### config.mk
export PLATFORM = sky130hd
export DESIGN_NAME = alu_issue
export DESIGN_NICKNAME = d
export VERILOG_FILES = /design/src/rtl/alu_issue.sv
export SDC_FILE = /design/constraint.sdc
export NUM_CORES = 1
export LEC_CHECK = 0
export CORE_ASPECT_RATIO = 1.75
export CORE_MARGIN = 2
export CORE_UTILIZATION = 47
export CTS_CLUSTER_DIAMETER = 40
export DETAILED_ROUTE_END_ITERATION = 8
export PLACE_DENSITY_LB_ADDON = 0.2
export REMOVE_ABC_BUFFERS = 1
export SETUP_SLACK_MARGIN = 0.3
export SLEW_MARGIN = 15
export SYNTH_ARGS = -nofsm -noshare
export SYNTH_HDL_FRONTEND = slang
export SYNTH_SLANG_ARGS = --single-unit
export TNS_END_PERCENT = 100
### constraint.sdc
create_clock -name clk -period 7.55 [get_ports clk]
set_clock_uncertainty 0.05 [all_clocks]
set_input_delay 1.1325 -clock clk [delete_from_list [all_inputs] [get_ports clk]]
set_output_delay 1.1325 -clock clk [all_outputs]
set_load 0.02 [all_outputs]
### src/rtl/alu_issue.sv
// alu_issue: execute-stage issue register ahead of the ALU.
// Decodes RV32I fields into ALU operands/select behind a 2-entry skid buffer.
module alu_issue #(
  parameter int WIDTH = 32
) (
  input  logic             clk,
  input  logic             rst,
  input  logic             in_valid,
  output logic             in_ready,
  input  logic [6:0]       in_opcode,
  input  logic [2:0]       in_funct3,
  input  logic             in_funct7b5,
  input  logic [WIDTH-1:0] in_rs1,
  input  logic [WIDTH-1:0] in_rs2,
  input  logic [WIDTH-1:0] in_imm,
  input  logic [WIDTH-1:0] in_pc,
  output logic             out_valid,
  input  logic             out_ready,
  output logic [WIDTH-1:0] out_a,
  output logic [WIDTH-1:0] out_b,
  output logic [3:0]       out_sel,
  output logic             out_illegal
);

  localparam int SHW = $clog2(WIDTH);

  localparam logic [6:0] OPC_OP     = 7'b0110011;
  localparam logic [6:0] OPC_OPIMM  = 7'b0010011;
  localparam logic [6:0] OPC_LUI    = 7'b0110111;
  localparam logic [6:0] OPC_AUIPC  = 7'b0010111;
  localparam logic [6:0] OPC_LOAD   = 7'b0000011;
  localparam logic [6:0] OPC_STORE  = 7'b0100011;
  localparam logic [6:0] OPC_JAL    = 7'b1101111;
  localparam logic [6:0] OPC_JALR   = 7'b1100111;
  localparam logic [6:0] OPC_BRANCH = 7'b1100011;

  localparam logic [3:0] SEL_ADD = 4'd0;
  localparam logic [3:0] SEL_SUB = 4'd1;
  localparam logic [3:0] SEL_AND = 4'd2;
  localparam logic [3:0] SEL_OR  = 4'd3;
  localparam logic [3:0] SEL_XOR = 4'd4;
  localparam logic [3:0] SEL_SLL = 4'd5;
  localparam logic [3:0] SEL_SRL = 4'd6;
  localparam logic [3:0] SEL_SRA = 4'd7;

  typedef enum logic [1:0] {
    S_EMPTY,
    S_FULL,
    S_SKID
  } state_e;

  typedef struct packed {
    logic [WIDTH-1:0] a;
    logic [WIDTH-1:0] b;
    logic [3:0]       sel;
    logic             ill;
  } ent_t;

  state_e state_q, state_d;
  logic   in_ready_q;
  ent_t   main_q, main_d;
  ent_t   skid_q, skid_d;
  ent_t   dec;

  logic is_op, is_opi, is_ui, is_auipc;
  logic is_mem, is_jmp, is_br;
  logic alu_ill, is_shift;
  logic [3:0] alu_sel;

  logic acc, pop;
  logic ld_main_in, ld_main_skid, ld_skid;

  assign is_op    = (in_opcode == OPC_OP);
  assign is_opi   = (in_opcode == OPC_OPIMM);
  assign is_ui    = (in_opcode == OPC_LUI);
  assign is_auipc = (in_opcode == OPC_AUIPC);
  assign is_mem   = (in_opcode == OPC_LOAD)
                  | (in_opcode == OPC_STORE);
  assign is_jmp   = (in_opcode == OPC_JAL)
                  | (in_opcode == OPC_JALR);
  assign is_br    = (in_opcode == OPC_BRANCH);

  always_comb begin
    alu_sel  = SEL_ADD;
    alu_ill  = 1'b0;
    is_shift = 1'b0;
    unique case (in_funct3)
      3'b000: begin
        alu_sel = (is_op && in_funct7b5)
                ? SEL_SUB : SEL_ADD;
      end
      3'b001: begin
        alu_sel  = SEL_SLL;
        is_shift = 1'b1;
      end
      3'b100: alu_sel = SEL_XOR;
      3'b101: begin
        alu_sel  = in_funct7b5
                 ? SEL_SRA : SEL_SRL;
        is_shift = 1'b1;
      end
      3'b110: alu_sel = SEL_OR;
      3'b111: alu_sel = SEL_AND;
      default: alu_ill = 1'b1;
    endcase
  end

  always_comb begin
    dec = '0;
    unique case (1'b1)
      is_op, is_opi: begin
        dec.a   = in_rs1;
        dec.b   = is_op ? in_rs2 : in_imm;
        dec.sel = alu_sel;
        if (is_shift) begin
          dec.b = {{(WIDTH-SHW){1'b0}},
                   dec.b[SHW-1:0]};
        end
        if (alu_ill) begin
          dec     = '0;
          dec.ill = 1'b1;
        end
      end
      is_ui: begin
        dec.b = in_imm;
      end
      is_auipc: begin
        dec.a = in_pc;
        dec.b = in_imm;
      end
      is_mem: begin
        dec.a = in_rs1;
        dec.b = in_imm;
      end
      is_jmp: begin
        dec.a = in_pc;
        dec.b = WIDTH'(4);
      end
      is_br: begin
        dec.a   = in_rs1;
        dec.b   = in_rs2;
        dec.sel = SEL_SUB;
      end
      default: begin
        dec.ill = 1'b1;
      end
    endcase
  end

  assign out_valid = (state_q != S_EMPTY);
  assign in_ready  = in_ready_q;
  assign acc       = in_valid & in_ready_q;
  assign pop       = out_valid & out_ready;

  always_ff @(posedge clk or posedge rst) begin
    if (rst) begin
      state_q    <= S_EMPTY;
      in_ready_q <= 1'b1;
    end else begin
      state_q    <= state_d;
      in_ready_q <= (state_d != S_SKID);
    end
  end

  always_comb begin
    state_d = state_q;
    unique case (state_q)
      S_EMPTY: begin
        if (acc) state_d = S_FULL;
      end
      S_FULL: begin
        if (acc && !pop) state_d = S_SKID;
        else if (!acc && pop) state_d = S_EMPTY;
      end
      S_SKID: begin
        if (pop) state_d = S_FULL;
      end
      default: state_d = S_EMPTY;
    endcase
  end

  always_comb begin
    ld_main_in   = 1'b0;
    ld_main_skid = 1'b0;
    ld_skid      = 1'b0;
    unique case (state_q)
      S_EMPTY: ld_main_in = acc;
      S_FULL: begin
        ld_main_in = acc & pop;
        ld_skid    = acc & ~pop;
      end
      S_SKID: ld_main_skid = pop;
      default: ;
    endcase
  end

  always_comb begin
    main_d = main_q;
    skid_d = skid_q;
    if (ld_main_in)   main_d = dec;
    if (ld_main_skid) main_d = skid_q;
    if (ld_skid)      skid_d = dec;
  end

  always_ff @(posedge clk or posedge rst) begin
    if (rst) begin
      main_q <= '0;
      skid_q <= '0;
    end else begin
      main_q <= main_d;
      skid_q <= skid_d;
    end
  end

  assign out_a       = main_q.a;
  assign out_b       = main_q.b;
  assign out_sel     = main_q.sel;
  assign out_illegal = main_q.ill;

endmodule

# [After elaboration in Yosys (flattened, before gate mapping)]
# Index checks and enable logic that the tools add are counted.
[totals] register_bits=141 input_bits=143
[classes] n_eq_ne=17 muxes=21 bitwise_logic=7 reduce_logical=16
[ops] operator="$mux W69" count=3
[ops] operator="$pmux W32 S4" count=1
[ops] operator="$pmux W32 S3" count=1
[ops] operator="$mux W32" count=2
[ops] operator="$eq A7 B6 Y1 const B" count=3
[ops] operator="$eq A7 B7 Y1 const B" count=3
[ops] operator="$pmux W3 S6" count=1
[ops] operator="$eq A7 B5 Y1 const B" count=2
[ops] operator="$eq A3 B3 Y1 const B" count=4
[ops] operator="$mux W2" count=4
[ops] operator="$pmux W4 S2" count=1
[ops] operator="$reduce_or A2 Y1" count=4
[ops] operator="$eq A7 B2 Y1 const B" count=1
[ops] operator="$pmux W2 S3" count=1
[ops] operator="$reduce_or A6 Y1" count=1
[ops] operator="$mux W1" count=5
[ops] operator="$reduce_or A5 Y1" count=1
[ops] operator="$and A1 B1 Y1" count=4
[ops] operator="$pmux W1 S2" count=2
[ops] operator="$reduce_bool A2 Y1" count=2
[ops] operator="$eq A3 B1 Y1 const B" count=1
[ops] operator="$logic_and A1 B1 Y1" count=3
[ops] operator="$logic_not A3 Y1" count=1
[ops] operator="$reduce_or A3 Y1" count=1
[ops] operator="7 further kinds" count=9

# [Logic depth before layout (Yosys ltp)]
# Gate-level depths: netlist of the first run.
[depth] ltp_word=8 ltp_mapped=8 ltp_nobuf=5

# [Least setup slack after synthesis of the first run]
# Ideal clock, no wire load.
[synth_path] path_kind="input port to flip-flop" startpoint="in out_ready" endpoint="reg skid_q[0] in the netlist's numbering" t_arrival_ps=2234 path_slack_ps=5141 stages=4 n_path_buf=1 path_cell_list="nand2b_1 -> nor2_1 -> clkbuf_1 -> mux2_2"
[synth_between] elab_chain_cells=4
[synth_rtl] element="from (decl)" line_no="18" text="input logic out_ready,"
[synth_rtl] element="$and A1 B1 Y1" line_no="153" text="assign pop = out_valid & out_ready;"
[synth_rtl] element="$not A1 Y1" line_no="190" text="ld_skid = acc & ~pop;"
[synth_rtl] element="$and A1 B1 Y1" line_no="190"
[synth_rtl] element="$mux W1" line_no="186" text="unique case (state_q)"
[synth_rtl] element="to (signal assigned)" line_no="211" text="skid_q <= skid_d;"
[synth_rtl] element="to (decl)" line_no="62" text="ent_t skid_q, skid_d;"
# Every way passes these cells.
# A chain may end at the register's enable or synchronous reset.

# [Worst setup path after layout of the first run]
[layout_path] startpoint="in in_valid" endpoint="reg skid_q[35] in the netlist's numbering"
[layout_between] elab_chain_cells=3
[layout_rtl] element="from (decl)" line_no="8" text="input logic in_valid,"
[layout_rtl] element="$and A1 B1 Y1" line_no="152" text="assign acc = in_valid & in_ready_q;"
[layout_rtl] element="$and A1 B1 Y1" line_no="190"
[layout_rtl] element="$mux W1" line_no="186"
# Every way passes these cells.

==> metrics.md, run 1 <==
| Metric | Value |
|---|---|
| Mapped Area | 6600 µm² |
| Largest net degree at the start of global routing | just over 100 |
| Syn Area/Cell | 9.822 µm² |
| Die H | 160.8 µm |
| Max-cap violations | 0 |
| Cell Rows | 57 |
| Ports | 214 |
| CP startpoint | in_valid |
| Worst R2R Start | in_ready$_DFF_PP1_ |
| Die area | 15040 µm² |
| Setup violators final | 0 |
| CTS Buffer Depth | 2 |
| DR WL/cell | approximately 19 µm |
| Clock sinks | 139 |
| Remaining antenna violation count | 0 |
| GRT Overall Usage | 25.69% |
| Critical Path Sink Type | register |
| GR Overflow Total | 0 |
| Slew margin rel. | 34.25% |
| Measured slew at the worst slew-check pin | just under 1 ns |
| Design Area, Final | roughly 9400 µm² |
| Yosys warns | 0 |
| Netlist cell types | 51 |
| Num CTS Buffers | 17 |
| Ys async rst share | 100.0% |
| Predominant post-synthesis flop cell | dfrtp_1 |
| CTS Root Cell | clkbuf_16 |
| Startpoint types | primary input |
| Vias | approximately 6.3k |
| Maximum VDD drop | 0.1394 mV |
| Worst path required time | 7.78 ns |
| Fin. Hold Viols | 0 |
| Post-synth top area share | 52.32% |
| Drt pass-1 iters | 5 |
| Drt total wl | approximately 19 mm |
| Initial antenna violation count | 0 |
| CP Max Fanout | 100 |
| Post-synth EDFFs | 0 |
| Worst reg2reg setup slack | 5.05 ns |
| CTS tree | done |
| Placed cells | about 1.0k |
| Leak | 4.049 nW |
| Slowest cell on crit path | buf_4 |
| Die X | 93.58 µm |
| Critical path arrival | 3.48 ns |
| Tmin final | 3.251 ns |
| Vias in the first global route | 6341 |
| DRC | 0 |
| Area grow syn2layout | 41.97% |
| Synth area leader | dfrtp_1 |
| IO buf count | 212 |
| Cell Chain, Critical Path | clkdlybuf4s50_1 > and3b_1 > nand3_4 > buf_4 > nor2_4 > a221o_1 |
| Final Wtd Congestion | ~0.9 |
| Hold WC Path Type | register to register |
| Register area share after synthesis | 52.72% |
| Core box area | 13840 µm² |
| Power Density | 244.6 nW/µm² |
| # nets final | 1001 |
| Synthesized instance count | 672 |
| Clock Latency Late Sink | 0.42 ns |
| Fin. max-slew vios | 0 |
| CTS Hold Bufs | 0 |
| Global-route wire length before repair | 31.09 mm |
| Initial drt markers | 439 |
| Share of layout cells above drive strength 1 | 7.463% |
| Setup TNS | 0 ns |
| Register bit total from synthesis | ~140 |
| Fmax | 0.3076 GHz |
| Crit share post-route | 43.06% |
| Power Total | 2.292 mW |
| Placed wire-length estimate | 12.50 mm |
| RSZ-0062 raised after global routing | no |
| Post-Layout Cell Count | 1048 |
| Post-CTS Setup Inserts | 0 |
| Hold_sp | skid_q[39]$_DFFE_PP0P_ |
| Outcome | finished, final reports clean |
| Top post-synthesis cells by area | dfrtp_1, o21ai_0, a221o_1 |
| Placed cell area | 8775 µm² |
| Max incr delay on CP | 0.76 ns |
| Clock-pin slew on the worst setup and hold paths | 0.06 ns |
| Critical path type | primary input to register |
| PostCTS Resize Cnt | 0 |
| H-tree levels | 4 |
| Antenna Cells | 0 |
| Via/cell ratio | about 6.0 |
| Initial Utilization | a little under half |
==> per-layer routing <==
metal | wire, µm | global-route usage, % | vias up
met5 | 0 | 0 | -
met4 | 393 | 9.157 | 0
met3 | 1469 | 5.722 | 43
met2 | 9941 | 43.72 | 314
met1 | 7592 | 31.90 | 3063
li1 | - | - | 2854
==> final cells by class <==
cell class              count  area (µm²)
repair buffers            220        2182
flip-flops and latches    139        3480
clock buffers              20       456.7
multi-input cells         475        2868
clock inverters            12       138.9
well taps                 177       221.5
fillers                  1091        4466
inverters                   5       23.77
==> registers in the layout (all words and copies together) (netlist names) <==
register and flops:
in_ready 1, out_illegal 1, out_b 32, out_sel 3, state_q 2, skid_q 68
out_a 32
==> critical path: cells and delay by family <==
kind                   cells  cell delay, ns
and+or+nand+nor            3            0.70
AOI/OAI and AO/OA          1            0.39
buffers and inverters      2            1.23
==> per-stage QoR <==
step / hold WS [ns] / utilization (%) / worst slack [ns]
detailed placement: 0.4210 / 63.42 / 3.905
global route: 0.4608 / 67.72 / 4.162
floorplan: 0.3996 / - / 2.645
finish: 0.4313 / 67.72 / 4.299
CTS: 0.4338 / 67.72 / 4.331
global placement: 0.4105 / 63.42 / 3.990
==> cells by family (layout without fill, tap and decap cells) <==
| family | after synthesis | in the layout | share of synthesized area, % |
|---|---|---|---|
| other | 1 | 1 | 0.05682 |
| buffers and inverters | 58 | 257 | 4.265 |
| flip-flops | 139 | 139 | 52.72 |
| AND/OR/NAND/NOR | 206 | 206 | 16.02 |
| XOR/XNOR | 1 | 1 | 0.1327 |
| multiplexers | 1 | 1 | 0.1706 |
| AO/OA/AOI/OAI | 266 | 266 | 26.64 |
==> synthesized netlist by cell type (4+ instances only) <==
master	n
a21oi_1	48
clkbuf_1	34
nor2_1	9
a21o_1	7
and3_1	54
buf_2	9
nand2_1	109
buf_4	6
a22oi_1	36
a221o_1	47
inv_1	5
buf_6	4
nand2b_1	5
o21ai_1	8
or3_1	5
o21ai_0	102
nand3_1	4
dfrtp_1	138
==> final timing paths <==
check / end / depth (start not counted)
setup / recovery: skid_q[35]$_DFFE_PP0P_ / 6
hold / removal: skid_q[39]$_DFFE_PP0P_ / 2
max in group asynchronous: skid_q[5]$_DFFE_PP0P_ / 3
hold reg to reg: skid_q[39]$_DFFE_PP0P_ / 2
setup reg to reg: skid_q[35]$_DFFE_PP0P_ / 5
min in group asynchronous: skid_q[47]$_DFFE_PP0P_ / 2
==> power breakdown <==
group	switching, mW	internal [mW]
Combinational	0.305	0.241
Clock	0.329	0.507
Sequential	0.0651	0.844
Total	0.700	1.59
==> placed cells by master (no fill, tap or decap), types with 2 or more instances in the layout <==
| master | instances |
|---|---|
| a221o_1 | 47 |
| inv_6 | 3 |
| nand2b_1 | 5 |
| bufinv_16 | 2 |
| clkinv_4 | 3 |
| or3_1 | 5 |
| a21oi_1 | 47 |
| a21oi_2 | 3 |
| clkdlybuf4s50_1 | 212 |
| nor2_2 | 3 |
| clkbuf_16 | 17 |
| o21ai_1 | 8 |
| and3_1 | 54 |
| nor2_4 | 4 |
| o21ai_0 | 102 |
| dfrtp_1 | 138 |
| o22ai_1 | 3 |
| clkbuf_8 | 2 |
| nand3b_1 | 3 |
| inv_1 | 4 |
| clkinvlp_4 | 4 |
| nor2_1 | 7 |
| a22oi_1 | 36 |
| nand2_1 | 108 |
| buf_4 | 8 |
| or2_2 | 3 |
| a21o_1 | 7 |
| nand3_1 | 3 |
No activity file was read; power rests on OpenSTA's default activity.
==> inputs of run 2 (changes only) <==
clock period = 3.2 ns   (was 7.55 ns; I/O delays follow)
==> metrics.md, run 2 (synthesis gave the netlist of run 1 again) <==
| Metric | Value |
|---|---|
| RSZ-0062 raised after global routing | no |
| Outcome | finished, final reports clean |
| Via/cell ratio | just under 6 |
| Largest net degree at the start of global routing | about 70 |
| Antenna Cells | 0 |
| Leak | 4.109 nW |
| Critical path arrival | between 2 and 3 ns |
| Most flop-heavy register | skid_q |
| Cell Chain, Critical Path | clkdlybuf4s50_1 > nand3b_2 > nor2_2 > a41oi_4 > nor2_4 > a221o_1 |
| CTS Buffer Depth | 2 |
| CP startpoint | in_opcode[5] |
| Buf/Inv on CP | 1 |
| Setup violators final | 0 |
| # nets final | 1011 |
| Most frequent cells in the layout | clkdlybuf4s50_1, dfrtp_1, nand2_1 |
| Share of layout cells above drive strength 1 | 8.305% |
| Critical Path Sink Type | register |
| Crit share post-route | about three quarters |
| Initial drt markers | 378 |
| Final Wtd Congestion | 0.9456 |
| Vias | 6286 |
| IO buf count | 212 |
| Multi-input combinational cell area | 2868 µm² |
| Global-route wire length before repair | 31.86 mm |
| Measured slew at the worst slew-check pin | between 0.7 and 0.8 ns |
| Num CTS Buffers | 17 |
| Critical path type | primary input to register |
| CP Max Fanout | 27 |
| Hold WC Path Type | register to register |
| WHS | 0.4298 ns |
| Max incr delay on CP | roughly 0.74 ns |
| Clock-pin slew on the worst setup and hold paths | 0.06 ns |
| Max reg flops | just under 70 |
| Slew margin rel. | ~48% |
| PostCTS Resize Cnt | 0 |
| Tmin final | 2.393 ns |
| Clock sinks | 139 |
| DR WL/cell | 18.45 µm |
| Power Density | approximately 570 nW/µm² |
| Post-Layout Cell Count | 1056 |
| CTS tree | done |
| Placed wire-length estimate | 13.25 mm |
| Maximum VDD drop | 0.3626 mV |
| GR Overflow Total | 0 |
| Cell Rows | 57 |
| H-tree levels | 4 |
| Max-cap violations | 0 |
| Slowest cell on crit path | clkdlybuf4s50_1 |
| Most common cell after layout, fill and taps aside | clkdlybuf4s50_1 |
| Drt total wl | between 15 and 20 mm |
| Area grow syn2layout | 43.22% |
| Clock Latency Late Sink | 0.41 ns |
| Power Total | 5.377 mW |
| Fin. Hold Viols | 0 |
| Placed cells | ~1k |
| Vias in the first global route | between 6k and 7k |
| Initial antenna violation count | 0 |
| GRT Overall Usage | 26.27% |
| Sequential Area | 3480 µm² |
| Fmax | between 0.4 and 0.5 GHz |
| Remaining antenna violation count | 0 |
| Largest delay share family, worst path | simple AND/OR/NAND/NOR gates |
| Core box area | around 14000 µm² |
| DRC | 0 |
| Die X | 93.58 µm |
| Post-CTS Setup Inserts | 0 |
| Initial Utilization | a little under half |
| CTS Root Cell | clkbuf_16 |
| Fin. max-slew vios | 0 |
| Startpoint types | primary input |
| Die H | 160.8 µm |
| CTS Hold Bufs | 0 |
| Pre-CTS worst setup slack | approximately 0.47 ns |
| Worst R2R Start | state_q[0]$_DFF_PP0_ |
| Hold_sp | skid_q[39]$_DFFE_PP0P_ |
| Ports | 214 |
| Worst path required time | 3.49 ns |
| # fillers | 1090 |
| Die area | about 15000 µm² |
| Fin worst setup slack | 0.8068 ns |
| Setup TNS | 0 ns |
| Drt pass-1 iters | 5 |
[run 2: changes by cell type in the layout (fill, tap and decap cells not counted)]
cell / delta
buf_12: +3
clkinvlp_4: -3
clkbuf_8: -1
buf_4: +7
inv_6: -1
clkinv_2: +3
[run 2: path summary, 6_finish.rpt]
kind	end	slack, ns	cells after the start
min	skid_q[39]$_DFFE_PP0P_	0.43	2
max in group asynchronous	skid_q[42]$_DFFE_PP0P_	1.93	3
max	out_b[25]$_DFFE_PP0P_	0.81	6
min in group asynchronous	out_a[10]$_DFFE_PP0P_	0.49	2
min reg2reg	skid_q[39]$_DFFE_PP0P_	0.43	2
max reg2reg	out_a[9]$_DFFE_PP0P_	0.96	6
[run 2: metal layers]
metal / share of wire (%) / GRT usage, % / wire length (µm) / vias to the layer above
met5: 0 / 0 / 0 / -
met4: 1.7 / 9.750 / 337 / 0
met3: 7.6 / 6.238 / 1473 / 28
met2: 51 / 44.47 / 10020 / 304
met1: 39 / 32.44 / 7655 / 3075
li1: - / - / - / 2879
[run 2: where the power goes]
group	total [mW]	internal, mW	switching (mW)	leakage (nW)
registers	2.14	1.99	0.144	1.90
clock network	1.91	1.16	0.751	0.279
logic	1.33	0.596	0.735	1.93
[run 2: layout make-up]
class                      instances  area share (%)
multi-input combinational        475           30.34
clock inverter                    11           1.297
clock buffer                      19           4.686
timing repair buffer             230           24.28
sequential                       139           36.81
tap                              177           2.343
inverter                           5          0.2515
[run 2: stage by stage]
step	utilization (%)	instance area [µm²]
2_1_floorplan	-	6337
3_3_place_gp	64.23	8887
3_5_place_dp	64.23	8887
4_1_cts	68.32	9453
5_1_grt	68.32	9453
6_report	68.32	9453
[run 2: tightest hold or removal path, stage by stage, from the launching register on]
cell and delay, ns:
dfrtp_1 0.34, nand2_1 0.04, o21ai_0 0.06
